[src/rtl/pe_pkg.sv]
// Shared constants and types for the PE array global memory path.
package pe_pkg;

  localparam int N_PE               = 16;
  localparam int GLOBAL_MEM_N_BANKS = 4;
  localparam int GLOBAL_MEM_BANK_L  = $clog2(GLOBAL_MEM_N_BANKS);
  localparam int GLOBAL_MEM_ADDR_L  = 12;
  localparam int GLOBAL_MEM_DATA_L  = 32;
  localparam int STAT_CNT_L         = 32;

  typedef logic [GLOBAL_MEM_BANK_L-1:0] bank_idx_t;

endpackage

[src/rtl/rr_arbiter_1bank.sv]
// Round-robin arbiter for one global memory bank.
// Grant is combinational from the candidate vector and the internal pointer;
// the pointer moves to one past the granted requester on the next edge.
module rr_arbiter_1bank #(
  parameter int N_REQ = 16
) (
  input  logic             clk,
  input  logic             rst,
  input  logic [N_REQ-1:0] cand,
  output logic [N_REQ-1:0] gnt,
  output logic             vld
);

  localparam int PTR_L = (N_REQ > 1) ? $clog2(N_REQ) : 1;

  logic [PTR_L-1:0] rr_ptr;
  logic [PTR_L-1:0] gnt_idx;

  // First candidate at or after rr_ptr, wrapping past N_REQ-1 back to 0.
  always_comb begin
    int               pos;
    logic [PTR_L-1:0] pos_idx;
    gnt     = '0;
    vld     = 1'b0;
    gnt_idx = '0;
    pos     = 0;
    pos_idx = '0;
    for (int off = 0; off < N_REQ; off++) begin
      pos = int'(rr_ptr) + off;
      if (pos >= N_REQ) pos = pos - N_REQ;
      pos_idx = PTR_L'(pos);
      if (!vld && cand[pos_idx]) begin
        gnt[pos_idx] = 1'b1;
        vld          = 1'b1;
        gnt_idx      = pos_idx;
      end
    end
  end

  // Pointer advances past the winner; holds when the bank is idle.
  always_ff @(posedge clk or posedge rst) begin
    if (rst) begin
      rr_ptr <= '0;
    end else if (vld) begin
      rr_ptr <= (gnt_idx == PTR_L'(N_REQ-1)) ? '0 : gnt_idx + PTR_L'(1);
    end
  end

endmodule

[src/rtl/global_mem_ld_arbiter.sv]
// Load arbiter between the PE load units and the banked global memory.
// One round-robin arbiter per bank, combinational grant, fixed one-cycle
// read return. Optional per-bank conflict counters under GLOBAL_ARB_STATS_EN.
module global_mem_ld_arbiter
  import pe_pkg::*;
#(
  parameter int N_REQ   = N_PE,
  parameter int N_BANKS = GLOBAL_MEM_N_BANKS,
  parameter int ADDR_L  = GLOBAL_MEM_ADDR_L,
  parameter int DATA_L  = GLOBAL_MEM_DATA_L,
  parameter int BANK_L  = $clog2(N_BANKS)
) (
  input  logic                               clk,
  input  logic                               rst,
  input  logic [N_REQ*ADDR_L-1:0]            req_addr,
  input  logic [N_REQ-1:0]                   req,
  output logic [N_REQ-1:0]                   gnt,
  output logic [N_REQ*DATA_L-1:0]            rdata,
  output logic [N_REQ-1:0]                   rdata_vld,
  output logic [N_BANKS*(ADDR_L-BANK_L)-1:0] bank_addr,
  output logic [N_BANKS-1:0]                 bank_rd_en,
  input  logic [N_BANKS*DATA_L-1:0]          bank_rdata,
  output logic [N_BANKS*STAT_CNT_L-1:0]      stat_conflict_cnt
);

  localparam int WORD_L = ADDR_L - BANK_L;

  logic [BANK_L-1:0] req_bank     [N_REQ];
  logic [WORD_L-1:0] req_word     [N_REQ];
  logic [N_REQ-1:0]  cand         [N_BANKS];
  logic [N_REQ-1:0]  bank_gnt     [N_BANKS];
  logic [N_BANKS-1:0] bank_vld;
  logic [DATA_L-1:0] bank_rdata_w [N_BANKS];
  logic [N_REQ-1:0]  gnt_q;
  logic [BANK_L-1:0] bank_q       [N_REQ];

  // Split each requester address into bank select (low bits) and word address.
  always_comb begin
    for (int i = 0; i < N_REQ; i++) begin
      req_bank[i] = req_addr[i*ADDR_L +: BANK_L];
      req_word[i] = req_addr[i*ADDR_L + BANK_L +: WORD_L];
    end
  end

  // Candidate vector per bank: requesting units whose address lands in it.
  always_comb begin
    for (int b = 0; b < N_BANKS; b++) begin
      cand[b] = '0;
      for (int i = 0; i < N_REQ; i++) begin
        cand[b][i] = req[i] && (req_bank[i] == BANK_L'(b));
      end
    end
  end

  for (genvar gb = 0; gb < N_BANKS; gb++) begin : g_bank
    rr_arbiter_1bank #(.N_REQ(N_REQ)) u_arb (
      .clk  (clk),
      .rst  (rst),
      .cand (cand[gb]),
      .gnt  (bank_gnt[gb]),
      .vld  (bank_vld[gb])
    );
  end

  assign bank_rd_en = bank_vld;

  // Merge per-bank one-hot grants and steer the winner's word address to its bank.
  always_comb begin
    gnt       = '0;
    bank_addr = '0;
    for (int b = 0; b < N_BANKS; b++) begin
      for (int i = 0; i < N_REQ; i++) begin
        if (bank_gnt[b][i]) begin
          gnt[i]                         = 1'b1;
          bank_addr[b*WORD_L +: WORD_L]  = req_word[i];
        end
      end
    end
  end

  // Remember who was granted and from which bank, for the data return.
  always_ff @(posedge clk or posedge rst) begin
    if (rst) begin
      gnt_q <= '0;
      for (int i = 0; i < N_REQ; i++) bank_q[i] <= '0;
    end else begin
      gnt_q <= gnt;
      for (int i = 0; i < N_REQ; i++) bank_q[i] <= req_bank[i];
    end
  end

  // Return data: each requester reads the bank it hit one cycle earlier.
  always_comb begin
    for (int b = 0; b < N_BANKS; b++) bank_rdata_w[b] = bank_rdata[b*DATA_L +: DATA_L];
    rdata = '0;
    for (int i = 0; i < N_REQ; i++) rdata[i*DATA_L +: DATA_L] = bank_rdata_w[bank_q[i]];
  end

  assign rdata_vld = gnt_q;

`ifdef GLOBAL_ARB_STATS_EN
  logic [STAT_CNT_L-1:0] conflict_cnt [N_BANKS];

  // Count cycles with two or more candidates on a bank; saturate at all-ones.
  always_ff @(posedge clk or posedge rst) begin
    if (rst) begin
      for (int b = 0; b < N_BANKS; b++) conflict_cnt[b] <= '0;
    end else begin
      for (int b = 0; b < N_BANKS; b++) begin
        if (((cand[b] & (cand[b] - N_REQ'(1))) != '0) && (conflict_cnt[b] != '1)) begin
          conflict_cnt[b] <= conflict_cnt[b] + STAT_CNT_L'(1);
        end
      end
    end
  end

  // Flatten counters onto the stats port.
  always_comb begin
    for (int b = 0; b < N_BANKS; b++) stat_conflict_cnt[b*STAT_CNT_L +: STAT_CNT_L] = conflict_cnt[b];
  end
`else
  assign stat_conflict_cnt = '0;
`endif

endmodule

[config.mk]
export PLATFORM = sky130hd
export DESIGN_NAME = global_mem_ld_arbiter
export DESIGN_NICKNAME = d
export VERILOG_FILES = /design/src/rtl/pe_pkg.sv /design/src/rtl/rr_arbiter_1bank.sv /design/src/rtl/global_mem_ld_arbiter.sv
export SDC_FILE = /design/constraint.sdc
export NUM_CORES = 1
export LEC_CHECK = 0
export CORE_AREA = 4 4 406 408
export CTS_CLUSTER_DIAMETER = 120
export CTS_CLUSTER_SIZE = 14
export DETAILED_ROUTE_END_ITERATION = 16
export DIE_AREA = 0 0 410 412
export HOLD_SLACK_MARGIN = 0.12
export MAX_ROUTING_LAYER = met4
export PLACE_DENSITY = 0.5
export SLEW_MARGIN = 20
export SYNTH_ARGS = -nofsm -noshare
export SYNTH_HDL_FRONTEND = slang
export SYNTH_SLANG_ARGS = --single-unit
[constraint.sdc]
create_clock -name clk -period 10.95 [get_ports clk]
set_input_delay 2.7375 -clock clk [delete_from_list [all_inputs] [get_ports clk]]
set_output_delay 2.7375 -clock clk [all_outputs]
set_load 0.1 [all_outputs]
==> flow_summary_export.csv <==
group,metric,value,unit
cells_and_area,mostFrequentLayoutCells,"1,102 x sky130_fd_sc_hd__buf_4, 821 x sky130_fd_sc_hd__clkdlybuf4s50_1, 629 x sky130_fd_sc_hd__mux4_2",
clock_tree,ctsHtreeMaxLevel,3,
outcome,outcome,"completed",
clock_tree,cts_root_buf,"sky130_fd_sc_hd__clkbuf_16",
timing,tightestPinTransition,1.20,ns
flow_run,maxCapViolCount,0,
global_route,antenna_found_initial,13,
clock_tree,cts_tree,"built",
clock_tree,tritoncts.num_buffers,9,
timing,layout_worst_path_cycle_share,99.8,%
die,initial_utilization,25.4,%
logic_synthesis,post_synth_edffs,0,
logic_synthesis,synth_top_flop_cell,"sky130_fd_sc_hd__dfrtp_1",
logic_synthesis,synth-seq-area-share,3.90,%
die,die_area,0.169,mm^2
cells_and_area,areaGrowthSynthToFinish,53.8,%
logic_synthesis,synth_cells,4692,
setup_path,critical_path_class,"input port to output port",
clock_tree,cts_buffer_depth,2,
detailed_routing,post-route-drc-count,0,
detailed_routing,drt_pre_antenna_iters,7,
die,die_h,412,um
logic_synthesis,syn_area,0.0411,mm^2
setup_path,worst_ep_arrival_time,8.19,ns
setup_path,endpoint_kind,"output port",
global_route,grt_util_all_layers,36.9,%
timing,unrepaired_setup_endpoints_after_global_routing,"yes",
cells_and_area,most_frequent_standard_cell_in_the_layout_excluding_fill_and_tap_cells,"sky130_fd_sc_hd__buf_4",
placement,finalWeightedCongestion,1.04,
timing,report.final.setup_viol,0,
clock_tree,clkTransAtPathRegs,0.07,ns
placement,post-dp-hpwl,256000,um
detailed_routing,drtAntennaViolNets,0,
logic_synthesis,synth-async-reset-ratio,100,%
die,core_area,0.162,mm^2
timing,slew_headroom,19.6,%
setup_path,crit_slowest_cell,"sky130_fd_sc_hd__mux4_2",
global_route,first_global_vias,52500,
die,die_width,410,um
detailed_routing,number_of_drc_violations_after_detailed_routing_iteration_0,7474,
timing,shortest_period_the_worst_path_allows,10.93,ns
timing,max_frequency,91.5,MHz
die,io_pins,1054,
cells_and_area,drive_above_1_share,37.8,%
clock_tree,clk_latency,0.45,ns
logic_synthesis,synth-seq-cells,64,
detailed_routing,post_drt_wl_per_cell,37.8,um
timing,fin_skew,0.0346,ns
hold_path,hold_class,"flop to flop",
detailed_routing,drt-total-wl,320000,um
logic_synthesis,yosys.cell_types.count,129,
die,std_cell_rows,148,
cells_and_area,final_cell_count_no_fill,8463,
placement,port_buffers,925,
logic_synthesis,synth.avg_cell_area,8.75,um^2
global_route,grt_start_max_net_pins,54,
logic_synthesis,count_of_synthesis_stage_warnings_from_yosys,0,
placement,place_inst,8362,
clock_tree,tritoncts_num_sinks,64,
detailed_routing,routed-via-count,54800,
setup_path,crit_path_max_fanout,13,
cells_and_area,fillers,16500,
global_route,grt_pass1_wl,434000,um
setup_path,critPathMostFrequentCell,"sky130_fd_sc_hd__buf_4",
detailed_routing,detail_route.vias_per_cell,6.47,
setup_path,setup.worst_path.start_class,"input port",
setup_path,worst-endpoint-required,8.21,ns
global_route,global_route.overflow_total,0,
setup_path,critical-path-max-stage-delay,0.56,ns
timing,hold_viol,0,
timing,timing_max_transition_violations_final,0,
cells_and_area,nets,6665,
[registers in the layout, indices dropped and copies added (netlist names)]
register,cells
g_bank.u_arb.rr_ptr,16
rdata_vld,16
bank_q,32
[area by class of cell]
cell class,count,area [um^2],area share (%)
multi-input cells,3938,37800,59.8
repair buffers,2151,20300,32.1
well taps,2175,2720,4.31
flip-flops and latches,64,1650,2.62
inverters,106,402,0.636
clock buffers,12,246,0.390
clock inverters,4,77.6,0.123
diodes,13,32.5,0.0515
[worst max-delay path: cells and delay by family]
| family | cells | cell delay (ns) |
|---|---|---|
| mux | 1 | 0.56 |
| compound gates | 8 | 1.81 |
| buf+inv | 12 | 2.17 |
| simple gates | 5 | 0.90 |
[worst paths after layout]
path,startpoint,to,slack [ns],cells past startpoint
setup / recovery,req_addr[1],bank_addr[25],0.02,26
hold / removal,g_bank[0].u_arb.rr_ptr[1],g_bank[0].u_arb.rr_ptr[1],0.69,2
setup reg to reg,g_bank[2].u_arb.rr_ptr[1],rdata_vld[15],4.77,19
hold reg to reg,g_bank[0].u_arb.rr_ptr[1],g_bank[0].u_arb.rr_ptr[1],0.69,2
max in group asynchronous,rst,bank_q[26],6.93,3
min in group asynchronous,rst,g_bank[2].u_arb.rr_ptr[0],2.57,2
[layer usage]
layer	share of wire, %	vias to the layer above	GRT usage (%)
li1	-	22100	-
met1	39	28000	45.4
met2	46	3867	57.8
met3	8.8	747	6.48
met4	7.1	0	19.9
met5	0	-	-
[cell families after synthesis]
logic type      after synthesis  share of synthesized area, %
fa+ha+maj                    57                          1.74
compound gates             1302                          24.2
simple gates               1619                          21.4
mux                         767                          38.0
buf+inv                     818                          9.41
flops                        64                          3.90
other cells                   1                       0.00913
xor+xnor                     64                          1.46
[cell usage after synthesis, drive strengths merged (32+ instances only)]
| master | instances | area share [%] |
|---|---|---|
| nor3 | 144 | 1.9 |
| o211ai | 53 | 0.98 |
| nand3 | 171 | 2.2 |
| o221ai | 62 | 1.3 |
| nor3b | 32 | 0.58 |
| o2111ai | 32 | 0.68 |
| dfrtp | 64 | 3.9 |
| nor2b | 35 | 0.53 |
| a21oi | 153 | 1.9 |
| o21ai | 154 | 1.9 |
| and3 | 42 | 0.64 |
| nand2 | 403 | 3.7 |
| nand2b | 42 | 0.64 |
| mux4 | 629 | 34 |
| and2 | 50 | 0.77 |
| nand4 | 77 | 1.2 |
| mux2i | 117 | 2.9 |
| a22oi | 39 | 0.73 |
| xnor2 | 47 | 1.1 |
| a221o | 36 | 0.88 |
| nor2 | 308 | 2.9 |
| a221oi | 46 | 1.1 |
| clkbuf | 367 | 3.4 |
| o22ai | 51 | 0.78 |
| nand3b | 34 | 0.62 |
| a21o | 34 | 0.62 |
| a2bb2oi | 41 | 0.87 |
| o31ai | 43 | 0.79 |
| a31oi | 58 | 0.90 |
| inv | 102 | 0.94 |
| nor4 | 80 | 1.6 |
| buf | 345 | 5.1 |
| ha | 57 | 1.7 |
| a211o | 78 | 1.7 |
| a211oi | 97 | 1.8 |
[metrics by stage]
step           area (um^2)  hold slack [ns]  util, %  setup TNS, ns  worst slack (ns)
6_report             63200            0.688     39.1              0            0.0224
5_1_grt              63200            0.759     39.1         -0.151           -0.0567
4_1_cts              61600            0.693     38.1        -0.0437           -0.0437
3_5_place_dp         60500            0.680     37.4         -16.22            -0.830
3_3_place_gp         60500            0.644     37.4         -19.00            -0.932
2_1_floorplan        41600            0.899        -              0             0.129
[what timing repair did]
| action | in CTS | in global routing |
|---|---|---|
| gates cloned | 1 | 3 |
| endpoints found under the hold margin | 0 | 0 |
| endpoints found under the setup margin | 43 | 40 |
| buffers inserted | 19 | 54 |
| gates resized for setup | 137 | 253 |
| hold buffers | 0 | 0 |
| pin swaps | 41 | 97 |
Power is not shown: default switching activity piles up to over one toggle a cycle in this logic, so the estimate is an artifact.
